--- config.mk ---
export PLATFORM = sky130hd
export DESIGN_NAME = mips_mc_control_flat
export DESIGN_NICKNAME = d
export VERILOG_FILES = /design/src/rtl/mips_mc_control_pkg.sv /design/src/rtl/mips_mc_control_if.sv /design/src/rtl/mips_mc_control_class_decode.sv /design/src/rtl/mips_mc_control.sv /design/src/flat_wrapper.sv
export SDC_FILE = /design/constraint.sdc
export NUM_CORES = 1
export LEC_CHECK = 0
export CAP_MARGIN = 20
export CORE_ASPECT_RATIO = 1.1
export CORE_MARGIN = 2
export CORE_UTILIZATION = 25
export DETAILED_ROUTE_END_ITERATION = 12
export HOLD_SLACK_MARGIN = 0.03
export PLACE_DENSITY_LB_ADDON = 0.05
export SLEW_MARGIN = 40
export SYNTH_ARGS = -nofsm -noshare
export SYNTH_HDL_FRONTEND = slang
export SYNTH_SLANG_ARGS = --single-unit
--- constraint.sdc ---
create_clock -name clk_i -period 4.6 [get_ports clk_i]
set_input_delay 0.92 -clock clk_i [delete_from_list [all_inputs] [get_ports clk_i]]
set_output_delay 0.92 -clock clk_i [all_outputs]
set_load 0.01 [all_outputs]
--- src/rtl/mips_mc_control_pkg.sv ---
// Shared constants and enums for the multicycle MIPS control unit:
// opcode/funct codes, ALU operation codes, FSM states and instruction classes.
package mips_mc_pkg;

  localparam logic [5:0] OP_RTYPE = 6'h00;
  localparam logic [5:0] OP_J     = 6'h02;
  localparam logic [5:0] OP_BEQ   = 6'h04;
  localparam logic [5:0] OP_BNE   = 6'h05;
  localparam logic [5:0] OP_ADDI  = 6'h08;
  localparam logic [5:0] OP_SLTI  = 6'h0a;
  localparam logic [5:0] OP_ANDI  = 6'h0c;
  localparam logic [5:0] OP_ORI   = 6'h0d;
  localparam logic [5:0] OP_XORI  = 6'h0e;
  localparam logic [5:0] OP_LUI   = 6'h0f;
  localparam logic [5:0] OP_LW    = 6'h23;
  localparam logic [5:0] OP_LBU   = 6'h24;
  localparam logic [5:0] OP_SB    = 6'h28;
  localparam logic [5:0] OP_SW    = 6'h2b;

  // funct codes under OP_RTYPE; addm is a non-standard reg+mem add
  localparam logic [5:0] OP0_JR   = 6'h08;
  localparam logic [5:0] OP0_ADD  = 6'h20;
  localparam logic [5:0] OP0_SUB  = 6'h22;
  localparam logic [5:0] OP0_AND  = 6'h24;
  localparam logic [5:0] OP0_OR   = 6'h25;
  localparam logic [5:0] OP0_XOR  = 6'h26;
  localparam logic [5:0] OP0_NOR  = 6'h27;
  localparam logic [5:0] OP0_SLT  = 6'h2a;
  localparam logic [5:0] OP0_ADDM = 6'h2c;

  localparam logic [2:0] ALU_NONE = 3'b000;
  localparam logic [2:0] ALU_ADD  = 3'b010;
  localparam logic [2:0] ALU_SUB  = 3'b011;
  localparam logic [2:0] ALU_AND  = 3'b100;
  localparam logic [2:0] ALU_OR   = 3'b101;
  localparam logic [2:0] ALU_NOR  = 3'b110;
  localparam logic [2:0] ALU_XOR  = 3'b111;

  typedef enum logic [2:0] {
    S_IDLE, S_FETCH, S_DECODE, S_MEM, S_WB, S_EXCEPT
  } state_e;

  typedef enum logic [3:0] {
    CLS_ALU, CLS_IMM, CLS_LUI, CLS_SLT, CLS_BRANCH, CLS_JUMP,
    CLS_JR, CLS_LOAD, CLS_STORE, CLS_ADDM, CLS_BAD
  } cls_e;

endpackage

--- src/rtl/mips_mc_control_if.sv ---
// Ready-handshaked instruction and data memory request ports.
interface mips_mc_control_if;
  logic imem_req;
  logic imem_ready;
  logic dmem_req;
  logic dmem_ready;

  modport master (output imem_req, output dmem_req, input imem_ready, input dmem_ready);
  modport slave  (input imem_req, input dmem_req, output imem_ready, output dmem_ready);
endinterface

--- src/rtl/mips_mc_control_class_decode.sv ---
// Combinational instruction classifier: opcode/funct to class and the static
// datapath selects that stay constant for the whole instruction.
module mips_class_decode
  import mips_mc_pkg::*;
#(
  parameter bit ENABLE_ADDM = 1'b1,
  parameter bit ENABLE_BYTE = 1'b1
) (
  input  logic [5:0] opcode_i,
  input  logic [5:0] funct_i,
  output cls_e       cls_o,
  output logic [2:0] alu_op_o,
  output logic       rd_src_o,
  output logic       alu_src2_o
);

  always_comb begin
    cls_o      = CLS_BAD;
    alu_op_o   = ALU_NONE;
    rd_src_o   = 1'b0;
    alu_src2_o = 1'b0;
    case (opcode_i)
      OP_RTYPE: begin
        case (funct_i)
          OP0_ADD: begin cls_o = CLS_ALU; alu_op_o = ALU_ADD; end
          OP0_SUB: begin cls_o = CLS_ALU; alu_op_o = ALU_SUB; end
          OP0_AND: begin cls_o = CLS_ALU; alu_op_o = ALU_AND; end
          OP0_OR:  begin cls_o = CLS_ALU; alu_op_o = ALU_OR;  end
          OP0_NOR: begin cls_o = CLS_ALU; alu_op_o = ALU_NOR; end
          OP0_XOR: begin cls_o = CLS_ALU; alu_op_o = ALU_XOR; end
          OP0_SLT: begin cls_o = CLS_SLT; alu_op_o = ALU_SUB; end
          OP0_JR:  cls_o = CLS_JR;
          OP0_ADDM: begin
            if (ENABLE_ADDM) begin
              cls_o    = CLS_ADDM;
              alu_op_o = ALU_ADD;
            end
          end
          default: ;
        endcase
      end
      // I-type results land in rt and take the immediate as operand 2
      OP_ADDI: begin cls_o = CLS_IMM; alu_op_o = ALU_ADD; rd_src_o = 1'b1; alu_src2_o = 1'b1; end
      OP_ANDI: begin cls_o = CLS_IMM; alu_op_o = ALU_AND; rd_src_o = 1'b1; alu_src2_o = 1'b1; end
      OP_ORI:  begin cls_o = CLS_IMM; alu_op_o = ALU_OR;  rd_src_o = 1'b1; alu_src2_o = 1'b1; end
      OP_XORI: begin cls_o = CLS_IMM; alu_op_o = ALU_XOR; rd_src_o = 1'b1; alu_src2_o = 1'b1; end
      OP_SLTI: begin cls_o = CLS_SLT; alu_op_o = ALU_SUB; rd_src_o = 1'b1; alu_src2_o = 1'b1; end
      OP_LUI:  begin cls_o = CLS_LUI; alu_op_o = ALU_ADD; rd_src_o = 1'b1; alu_src2_o = 1'b1; end
      OP_BEQ, OP_BNE: begin cls_o = CLS_BRANCH; alu_op_o = ALU_SUB; end
      OP_J:    cls_o = CLS_JUMP;
      OP_LW:   begin cls_o = CLS_LOAD; alu_op_o = ALU_ADD; rd_src_o = 1'b1; alu_src2_o = 1'b1; end
      OP_SW:   begin cls_o = CLS_STORE; alu_op_o = ALU_ADD; alu_src2_o = 1'b1; end
      OP_LBU: begin
        if (ENABLE_BYTE) begin
          cls_o = CLS_LOAD; alu_op_o = ALU_ADD; rd_src_o = 1'b1; alu_src2_o = 1'b1;
        end
      end
      OP_SB: begin
        if (ENABLE_BYTE) begin
          cls_o = CLS_STORE; alu_op_o = ALU_ADD; alu_src2_o = 1'b1;
        end
      end
      default: ;
    endcase
  end

endmodule

--- src/rtl/mips_mc_control.sv ---
// Multicycle MIPS control FSM: fetch/decode/mem/writeback sequencing, memory
// wait timeout into a sticky exception, and per-state datapath strobe gating.
module mips_mc_control
  import mips_mc_pkg::*;
#(
  parameter bit          ENABLE_ADDM = 1'b1,
  parameter bit          ENABLE_BYTE = 1'b1,
  parameter int unsigned TIMEOUT     = 15
) (
  input  logic              clk_i,
  input  logic              rst_ni,
  mips_mc_control_if.master mem,
  input  logic [5:0]        opcode_i,
  input  logic [5:0]        funct_i,
  input  logic              zero_i,
  output logic              ir_we_o,
  output logic [2:0]        alu_op_o,
  output logic              rd_src_o,
  output logic              alu_src2_o,
  output logic              reg_we_o,
  output logic              pc_we_o,
  output logic [1:0]        control_type_o,
  output logic              mem_read_o,
  output logic              word_we_o,
  output logic              byte_we_o,
  output logic              byte_load_o,
  output logic              lui_o,
  output logic              slt_o,
  output logic              addm_o,
  output logic              except_o,
  output logic              busy_o
);

  localparam logic [7:0] TMO = 8'(TIMEOUT);

  state_e     state_q;
  logic [7:0] cnt_q;
  cls_e       cls;
  logic [2:0] s_alu_op;
  logic       s_rd_src, s_alu_src2;
  logic       at_limit, is_byte, br_taken, is_memrd;

  mips_class_decode #(
    .ENABLE_ADDM(ENABLE_ADDM),
    .ENABLE_BYTE(ENABLE_BYTE)
  ) u_dec (
    .opcode_i  (opcode_i),
    .funct_i   (funct_i),
    .cls_o     (cls),
    .alu_op_o  (s_alu_op),
    .rd_src_o  (s_rd_src),
    .alu_src2_o(s_alu_src2)
  );

  assign at_limit = (cnt_q == TMO);
  assign is_byte  = (opcode_i == OP_LBU) || (opcode_i == OP_SB);
  assign br_taken = (opcode_i == OP_BEQ) ? zero_i : !zero_i;
  assign is_memrd = (cls == CLS_LOAD) || (cls == CLS_ADDM);

  // A ready arriving on the limit cycle is checked first, so it wins over timeout.
  always_ff @(posedge clk_i or negedge rst_ni) begin
    if (!rst_ni) begin
      state_q <= S_IDLE;
      cnt_q   <= '0;
    end else begin
      case (state_q)
        S_IDLE: begin
          state_q <= S_FETCH;
          cnt_q   <= '0;
        end
        S_FETCH: begin
          if (mem.imem_ready)  state_q <= S_DECODE;
          else if (at_limit)   state_q <= S_EXCEPT;
          else                 cnt_q   <= cnt_q + 8'd1;
        end
        S_DECODE: begin
          cnt_q <= '0;
          case (cls)
            CLS_BAD:                      state_q <= S_EXCEPT;
            CLS_LOAD, CLS_STORE, CLS_ADDM: state_q <= S_MEM;
            default:                      state_q <= S_FETCH;
          endcase
        end
        S_MEM: begin
          if (mem.dmem_ready) begin
            state_q <= (cls == CLS_STORE) ? S_FETCH : S_WB;
            cnt_q   <= '0;
          end else if (at_limit) begin
            state_q <= S_EXCEPT;
          end else begin
            cnt_q <= cnt_q + 8'd1;
          end
        end
        S_WB: begin
          state_q <= S_FETCH;
          cnt_q   <= '0;
        end
        default: state_q <= S_EXCEPT;
      endcase
    end
  end

  always_comb begin
    mem.imem_req   = 1'b0;
    mem.dmem_req   = 1'b0;
    ir_we_o        = 1'b0;
    alu_op_o       = ALU_NONE;
    rd_src_o       = 1'b0;
    alu_src2_o     = 1'b0;
    reg_we_o       = 1'b0;
    pc_we_o        = 1'b0;
    control_type_o = 2'b00;
    mem_read_o     = 1'b0;
    word_we_o      = 1'b0;
    byte_we_o      = 1'b0;
    byte_load_o    = 1'b0;
    lui_o          = 1'b0;
    slt_o          = 1'b0;
    addm_o         = 1'b0;
    except_o       = 1'b0;
    busy_o         = (state_q != S_IDLE) && (state_q != S_EXCEPT);
    case (state_q)
      S_FETCH: begin
        mem.imem_req = 1'b1;
        ir_we_o      = mem.imem_ready;
      end
      S_DECODE: begin
        alu_op_o   = s_alu_op;
        rd_src_o   = s_rd_src;
        alu_src2_o = s_alu_src2;
        case (cls)
          CLS_ALU, CLS_IMM: begin reg_we_o = 1'b1; pc_we_o = 1'b1; end
          CLS_LUI: begin lui_o = 1'b1; reg_we_o = 1'b1; pc_we_o = 1'b1; end
          CLS_SLT: begin slt_o = 1'b1; reg_we_o = 1'b1; pc_we_o = 1'b1; end
          CLS_BRANCH: begin
            pc_we_o        = 1'b1;
            control_type_o = br_taken ? 2'b01 : 2'b00;
          end
          CLS_JUMP: begin pc_we_o = 1'b1; control_type_o = 2'b10; end
          CLS_JR:   begin pc_we_o = 1'b1; control_type_o = 2'b11; end
          default: ;
        endcase
      end
      S_MEM: begin
        mem.dmem_req = 1'b1;
        alu_op_o     = s_alu_op;
        rd_src_o     = s_rd_src;
        alu_src2_o   = s_alu_src2;
        mem_read_o   = is_memrd;
        byte_load_o  = is_memrd && is_byte;
        if (mem.dmem_ready && (cls == CLS_STORE)) begin
          word_we_o = !is_byte;
          byte_we_o = is_byte;
          pc_we_o   = 1'b1;
        end
      end
      S_WB: begin
        alu_op_o   = (cls == CLS_ADDM) ? ALU_ADD : s_alu_op;
        rd_src_o   = s_rd_src;
        alu_src2_o = s_alu_src2;
        reg_we_o   = 1'b1;
        pc_we_o    = 1'b1;
        mem_read_o = 1'b1;
        addm_o     = (cls == CLS_ADDM);
      end
      S_EXCEPT: except_o = 1'b1;
      default: ;
    endcase
  end

endmodule

--- src/flat_wrapper.sv ---
// flat-port wrapper written by rule: the top's interface ports become plain ports
module mips_mc_control_flat import mips_mc_pkg::*;
#(
  parameter bit          ENABLE_ADDM = 1'b1,
  parameter bit          ENABLE_BYTE = 1'b1,
  parameter int unsigned TIMEOUT     = 15
)
  (clk_i, rst_ni, opcode_i, funct_i, zero_i, ir_we_o, alu_op_o, rd_src_o, alu_src2_o, reg_we_o, pc_we_o, control_type_o, mem_read_o, word_we_o, byte_we_o, byte_load_o, lui_o, slt_o, addm_o, except_o, busy_o, mem_imem_req, mem_dmem_req, mem_imem_ready, mem_dmem_ready);
  mips_mc_control_if mem_i ();
  input  logic clk_i;
  input  logic rst_ni;
  input  logic [5:0] opcode_i;
  input  logic [5:0] funct_i;
  input  logic zero_i;
  output logic ir_we_o;
  output logic [2:0] alu_op_o;
  output logic rd_src_o;
  output logic alu_src2_o;
  output logic reg_we_o;
  output logic pc_we_o;
  output logic [1:0] control_type_o;
  output logic mem_read_o;
  output logic word_we_o;
  output logic byte_we_o;
  output logic byte_load_o;
  output logic lui_o;
  output logic slt_o;
  output logic addm_o;
  output logic except_o;
  output logic busy_o;
  output wire logic [$bits(mem_i.imem_req)-1:0] mem_imem_req;
  output wire logic [$bits(mem_i.dmem_req)-1:0] mem_dmem_req;
  input wire logic [$bits(mem_i.imem_ready)-1:0] mem_imem_ready;
  input wire logic [$bits(mem_i.dmem_ready)-1:0] mem_dmem_ready;
  assign mem_imem_req = mem_i.imem_req;
  assign mem_dmem_req = mem_i.dmem_req;
  assign mem_i.imem_ready = mem_imem_ready;
  assign mem_i.dmem_ready = mem_dmem_ready;
  mips_mc_control #(.ENABLE_ADDM(ENABLE_ADDM), .ENABLE_BYTE(ENABLE_BYTE), .TIMEOUT(TIMEOUT)) u_core (.clk_i(clk_i), .rst_ni(rst_ni), .mem(mem_i), .opcode_i(opcode_i), .funct_i(funct_i), .zero_i(zero_i), .ir_we_o(ir_we_o), .alu_op_o(alu_op_o), .rd_src_o(rd_src_o), .alu_src2_o(alu_src2_o), .reg_we_o(reg_we_o), .pc_we_o(pc_we_o), .control_type_o(control_type_o), .mem_read_o(mem_read_o), .word_we_o(word_we_o), .byte_we_o(byte_we_o), .byte_load_o(byte_load_o), .lui_o(lui_o), .slt_o(slt_o), .addm_o(addm_o), .except_o(except_o), .busy_o(busy_o));
endmodule
Word level (Yosys, flattened, before mapping)
Index checks and enable logic that the tools add are counted.

word-level totals
  bits of input ports = 17
  output and inout bits = 21
  bits in registers = 11
  word-level logic and storage cells = 118

cells by class
  $add $sub $neg = 1
  muxes and demuxes = 44
  equal/unequal tests = 40
  reduce and logical (&&, ||, !) cells = 31

operators by type and width
  operator                                                          count
  6-bit == test (second input constant)                             12
  6-bit by 4-bit == test with 1-bit output (second input constant)  7
  3-bit case mux with 6 select lines                                2
  4-bit case mux with 8 select lines                                1
  8-bit two-way mux                                                 3
  8-bit case mux with 3 select lines                                1
  1-bit two-way mux                                                 23
  4-bit by 3-bit == test with 1-bit output (second input constant)  4
  4-bit case mux with 4 select lines                                1
  3-bit two-way mux                                                 5
  2-bit OR reduction                                                7
  4-bit == test (second input constant)                             3
  6-bit by 3-bit == test with 1-bit output (second input constant)  2
  3-bit case mux with 2 select lines                                2
  3-bit case mux with 4 select lines                                1
  3-bit OR reduction                                                4
  6-bit OR reduction                                                2
  10-bit OR reduction                                               1
  8-bit by 1-bit adder with 8-bit output (second input constant)    1
  4-bit by 2-bit == test with 1-bit output (second input constant)  2
  8-bit by 4-bit == test with 1-bit output (second input constant)  1
  4-bit OR reduction                                                2
  8-bit OR reduction                                                1
  7-bit OR reduction                                                1
  other kinds (19)                                                  27

Depth between registers and ports, before layout
  depth after elaboration = 8
  mapped depth = 7
  gate-level depth less buffers = 6

Hierarchy
Synthesis repeated with hierarchy kept, for this count alone.

second synthesis, totals
  cells, all modules = 215
  area, all modules = 1575.3 µm²

modules (own cells, without submodules)
  module             cells an instance  area each (µm²)  times used
  mips_mc_control    128                1021.0           1
  mips_class_decode  87                 554.3            1

Least setup slack after synthesis
No wires, ideal clock.

  path kind = input to output
  start point = input port opcode_i[1]
  end point = output port addm_o
  stages on the path = 7
  path buffers = 2
  required time = 3.680 ns
  arrival = 2.192 ns
  slack = 1.488 ns
  cell sequence = buf_4 > buf_6 > nor4b_2 > nand4_2 > o211ai_2 > o211ai_4 > nor4b_2

between the ends
  word-level cells in the longest chain between the ends = 5
  elaborated cells between the ends (all ways) = 21
  classes of those cells = 14 x eq/ne; 2 x mux; 5 x reduce/logical

ends and longest elaborated chain
  item                                                                    RTL line                            text
  from (decl)                                                             flat_wrapper.sv:12                  input logic [5:0] opcode_i;
  6-bit by 4-bit == test with 1-bit output, or another cell as far along  mips_mc_control_class_decode.sv:22  case (opcode_i)
  4-bit OR reduction (no line), or another cell as far along              -
  4-bit case mux with 8 select lines *                                    mips_mc_control_class_decode.sv:22
  4-bit == test *                                                         mips_mc_control.sv:164              addm_o = (cls == CLS_ADDM);
  1-bit two-way mux *                                                     mips_mc_control.sv:122              case (state_q)
  to (decl)                                                               flat_wrapper.sv:28                  output logic addm_o;

Mark *: on every way between the ends. The rest lies on a longest branch, timed or not.

Final worst setup path
  start point = input port opcode_i[3]
  end point = output port control_type_o[1]

between the ends
  word-level cells in the longest chain between the ends = 6
  elaborated cells between the ends (all ways) = 24
  classes of those cells = 16 x eq/ne; 3 x mux; 5 x reduce/logical

ends and longest elaborated chain
  item                                                                    RTL line                            text
  6-bit by 4-bit == test with 1-bit output, or another cell as far along  mips_mc_control_class_decode.sv:22
  4-bit OR reduction (no line), or another cell as far along              -
  4-bit case mux with 8 select lines *                                    mips_mc_control_class_decode.sv:22
  4-bit by 3-bit == test with 1-bit output                                mips_mc_control.sv:131              case (cls)
  2-bit case mux with 3 select lines *                                    mips_mc_control.sv:131
  2-bit two-way mux *                                                     mips_mc_control.sv:122
  to (decl)                                                               flat_wrapper.sv:21                  output logic [1:0] control_type_o;

Marked as above.

==> run metrics <==
Syn Area/Cell 7.51 sq um; worst hold path class flop to flop; clock latency on the worst-skew pair 0.25 ns; Core ar. 0.00659 sq mm; via count of the first global-routing pass 1,823; Initial DRC Count 58; Cell variety after synth 65; crit path launch type input pin; most used routing layer met2; DRT Pass-1 Iters 4; Hold Crit Start u_core.cnt_q[7]$_DFFE_PN0P_; reg2reg setup slack 2.85 ns; Final setup violation count 0; largest net degree at the start of global routing 24; crit-path leading delay family buffers and inverters; remaining global-route overflow 0; Min-Delay Path Depth 1; H-tree depth 1; switch share 31.8%; Peak VDD IR 75.3 uV; slew margin rel. 58.7%; drt total wl 5.10 mm; FF-to-FF path depth 5; Hold Fails Final Rpt 0; cell type with the largest total area after synthesis dfrtp_1; max capacitance violation total 0; combinational fraction of design power 32.5%; Via density 5.17; initial antenna violation count 0; clk slew on worst S/H paths 0.05 ns; RD Place Congestion 0.750; fin nets 288; crit path DAT 3.49 ns; Post-synth EDFFs 0; Rows 31; CP Capture Type output pin; Peak Freq 227 MHz; Total GRT Usage 14.3%; CTS tree yes; synth warn 0; unrepaired setup endpoints after global routing false; ANT cells 0; Seq/Total Area, Yosys 16.1%; cell count along the critical path 7; layout cell share with drive strength beyond 1 13.0%; met1 usage 19.5%; share of the synthesized area in the top cell type 16.1%; CP most frequent cell clkdlybuf4s50_1; reg-to-reg startpoint u_core.state_q[1]$_DFF_PN0_; die height 90.6 microns; Tcrit/Tclk final 95.8%; vias 1,813; overall power 0.000298 W; HPWL after detailed placement 4.08 mm; synthesis-stage register bit count 11; CP Cell Sequence clkdlybuf4s50_1 > and4bb_2 > a211oi_1 > o211ai_2 > or2b_1 > o211a_1 > clkdlybuf4s50_1; routing usage on met3 1.00%; wire length of the first global-routing pass 8.63 mm; most common flop cell mapped by yosys dfrtp_1; fin. max-slew vios 0; syn_nets 245; IO Pins 38; Die W 82.8 microns; pwr/cell area 133 mW/mm^2; status complete, no violations; Max clock buf depth 2; routed len/inst 14.5 microns; critical path type input pin to output pin; critical path required time 3.68 ns; CP bufs+invs 2; PortBufs 37; clk_skew 0.00453 ns; Commonest cells post-synth nand2_1, nor2_1, a21oi_1; Starting Density 25.9%; Die Area 0.00750 sq mm; Slew @ Worst Pin 0.618 ns; largest cells by area after synthesis dfrtp_1, nand2_1, a21oi_1; Sink Count 11; Mapped Area 0.00171 sq mm; most common cell in the netlist nand2_1; drt drc 0; met2 Usage GRT 23.7%; CP max stage delay 0.74 ns; NetSw 0.0000949 W; DRT antenna net count 0; R2R Path End u_core.cnt_q[7]$_DFFE_PN0P_; TritonCTS buffer count 3; Area Overhead vs Synth 31.4%; Syn Inst Count 227; slowest stage cell on the critical path clkdlybuf4s50_1; Static Leak 0.873 nW; internal power 0.000203 W; Async SR Flop Fraction 100%; CTS root buffer clkbuf_8; Clk network pwr share 35.0%; TNS Setup 0 ns; Sequential Power Share 32.5%; Hold Path End u_core.cnt_q[7]$_DFFE_PN0P_; Worst Path Max Fanout 12; post-route minimum period 4.41 ns
==> worst reg2reg max path: cells and delay by family, from the launching register on <==
kind / cells / cell delay (ns)
and+or+nand+nor: 3 / 0.56
DFF: 1 / 0.52
AOI/OAI and AO/OA: 2 / 0.57
==> power by group through the flow <==
stage               registers, W  logic (W)  clock network [W]
floorplan              0.0000986  0.0000606                  0
global placement       0.0000985  0.0000994                  0
detailed placement     0.0000985  0.0000975                  0
CTS                    0.0000968  0.0000976           0.000107
global route           0.0000967   0.000107           0.000110
finish                 0.0000968  0.0000968           0.000104
==> layout by cell type, fill, tap and decap left out, types with 3 or more instances in the layout <==
| cell | n |
|---|---|
| nor4_1 | 3 |
| or2_1 | 4 |
| clkbuf_8 | 3 |
| inv_1 | 9 |
| xor2_1 | 3 |
| clkdlybuf4s50_1 | 36 |
| mux2i_1 | 3 |
| nor2b_1 | 8 |
| o21ai_0 | 10 |
| dfrtp_1 | 11 |
| nor2_1 | 18 |
| and3_1 | 6 |
| buf_4 | 16 |
| o211a_1 | 5 |
| nand2_1 | 20 |
| a21oi_1 | 14 |
| o31ai_1 | 6 |
| nand3_1 | 10 |
| nor3_1 | 9 |
| a31oi_1 | 3 |
| nand2b_1 | 8 |
==> flip-flops by register name, summed over array words and instances, names as in the netlist <==
name and count:
u_core.state_q 3, u_core.cnt_q 8
==> per-layer routing <==
metal  share of wire [%]  vias to the layer above  wire (microns)
met5                   0                        -               0
met4                 1.3                        0              64
met3                 3.4                        5             175
met2                  47                       40            2380
met1                  49                      835            2480
li1                    -                      933               -
==> worst max path at each step <==
stage / startpoint / to / slack, ns
5_1_grt: opcode_i[3] / addm_o / 0.05
4_1_cts: opcode_i[5] / addm_o / 0.18
3_3_place_gp: opcode_i[5] / addm_o / 0.17
2_1_floorplan: opcode_i[1] / addm_o / 1.49
3_5_place_dp: opcode_i[5] / addm_o / 0.18
6_report: opcode_i[3] / control_type_o[1] / 0.19
==> cell type report <==
class                           count  area (sq um)
Fill cell                         724          4350
Sequential cell                    11           275
Tap cell                           82           103
Clock buffer                        4          45.0
Inverter                            9          33.8
Timing Repair Buffer               54           513
Multi-Input combinational cell    191          1270
==> through the flow <==
stage / util (%) / hold WS (ns) / std cells / worst slack (ns) / cell area [sq um]
6_report: 34.0 / 0.514 / 351 / 0.191 / 2240
5_1_grt: 34.0 / 0.533 / 351 / 0.0527 / 2240
4_1_cts: 33.9 / 0.508 / 351 / 0.184 / 2240
3_5_place_dp: 33.3 / 0.501 / 347 / 0.180 / 2190
3_3_place_gp: 33.3 / 0.491 / 347 / 0.170 / 2190
2_1_floorplan: - / 0.453 / 227 / 1.49 / 1710
==> what timing repair did <==
action	in CTS	in global routing
hold buffers	0	0
endpoints found under the setup margin	0	1
gates resized for setup	0	1
setup buffers	0	0
==> logic make-up (layout without fill, tap and decap cells) <==
kind of cell | Yosys count | after routing | share of synthesized area [%]
AOI/OAI and AO/OA | 68 | 68 | 30.2
xor gates and xnor gates | 5 | 5 | 2.57
adders and majority gates | 1 | 1 | 0.734
buffers and inverters | 25 | 67 | 9.32
DFF | 11 | 11 | 16.1
muxes | 3 | 3 | 1.76
and+or+nand+nor | 114 | 114 | 39.3
No activity file was read; power rests on OpenSTA's default activity.
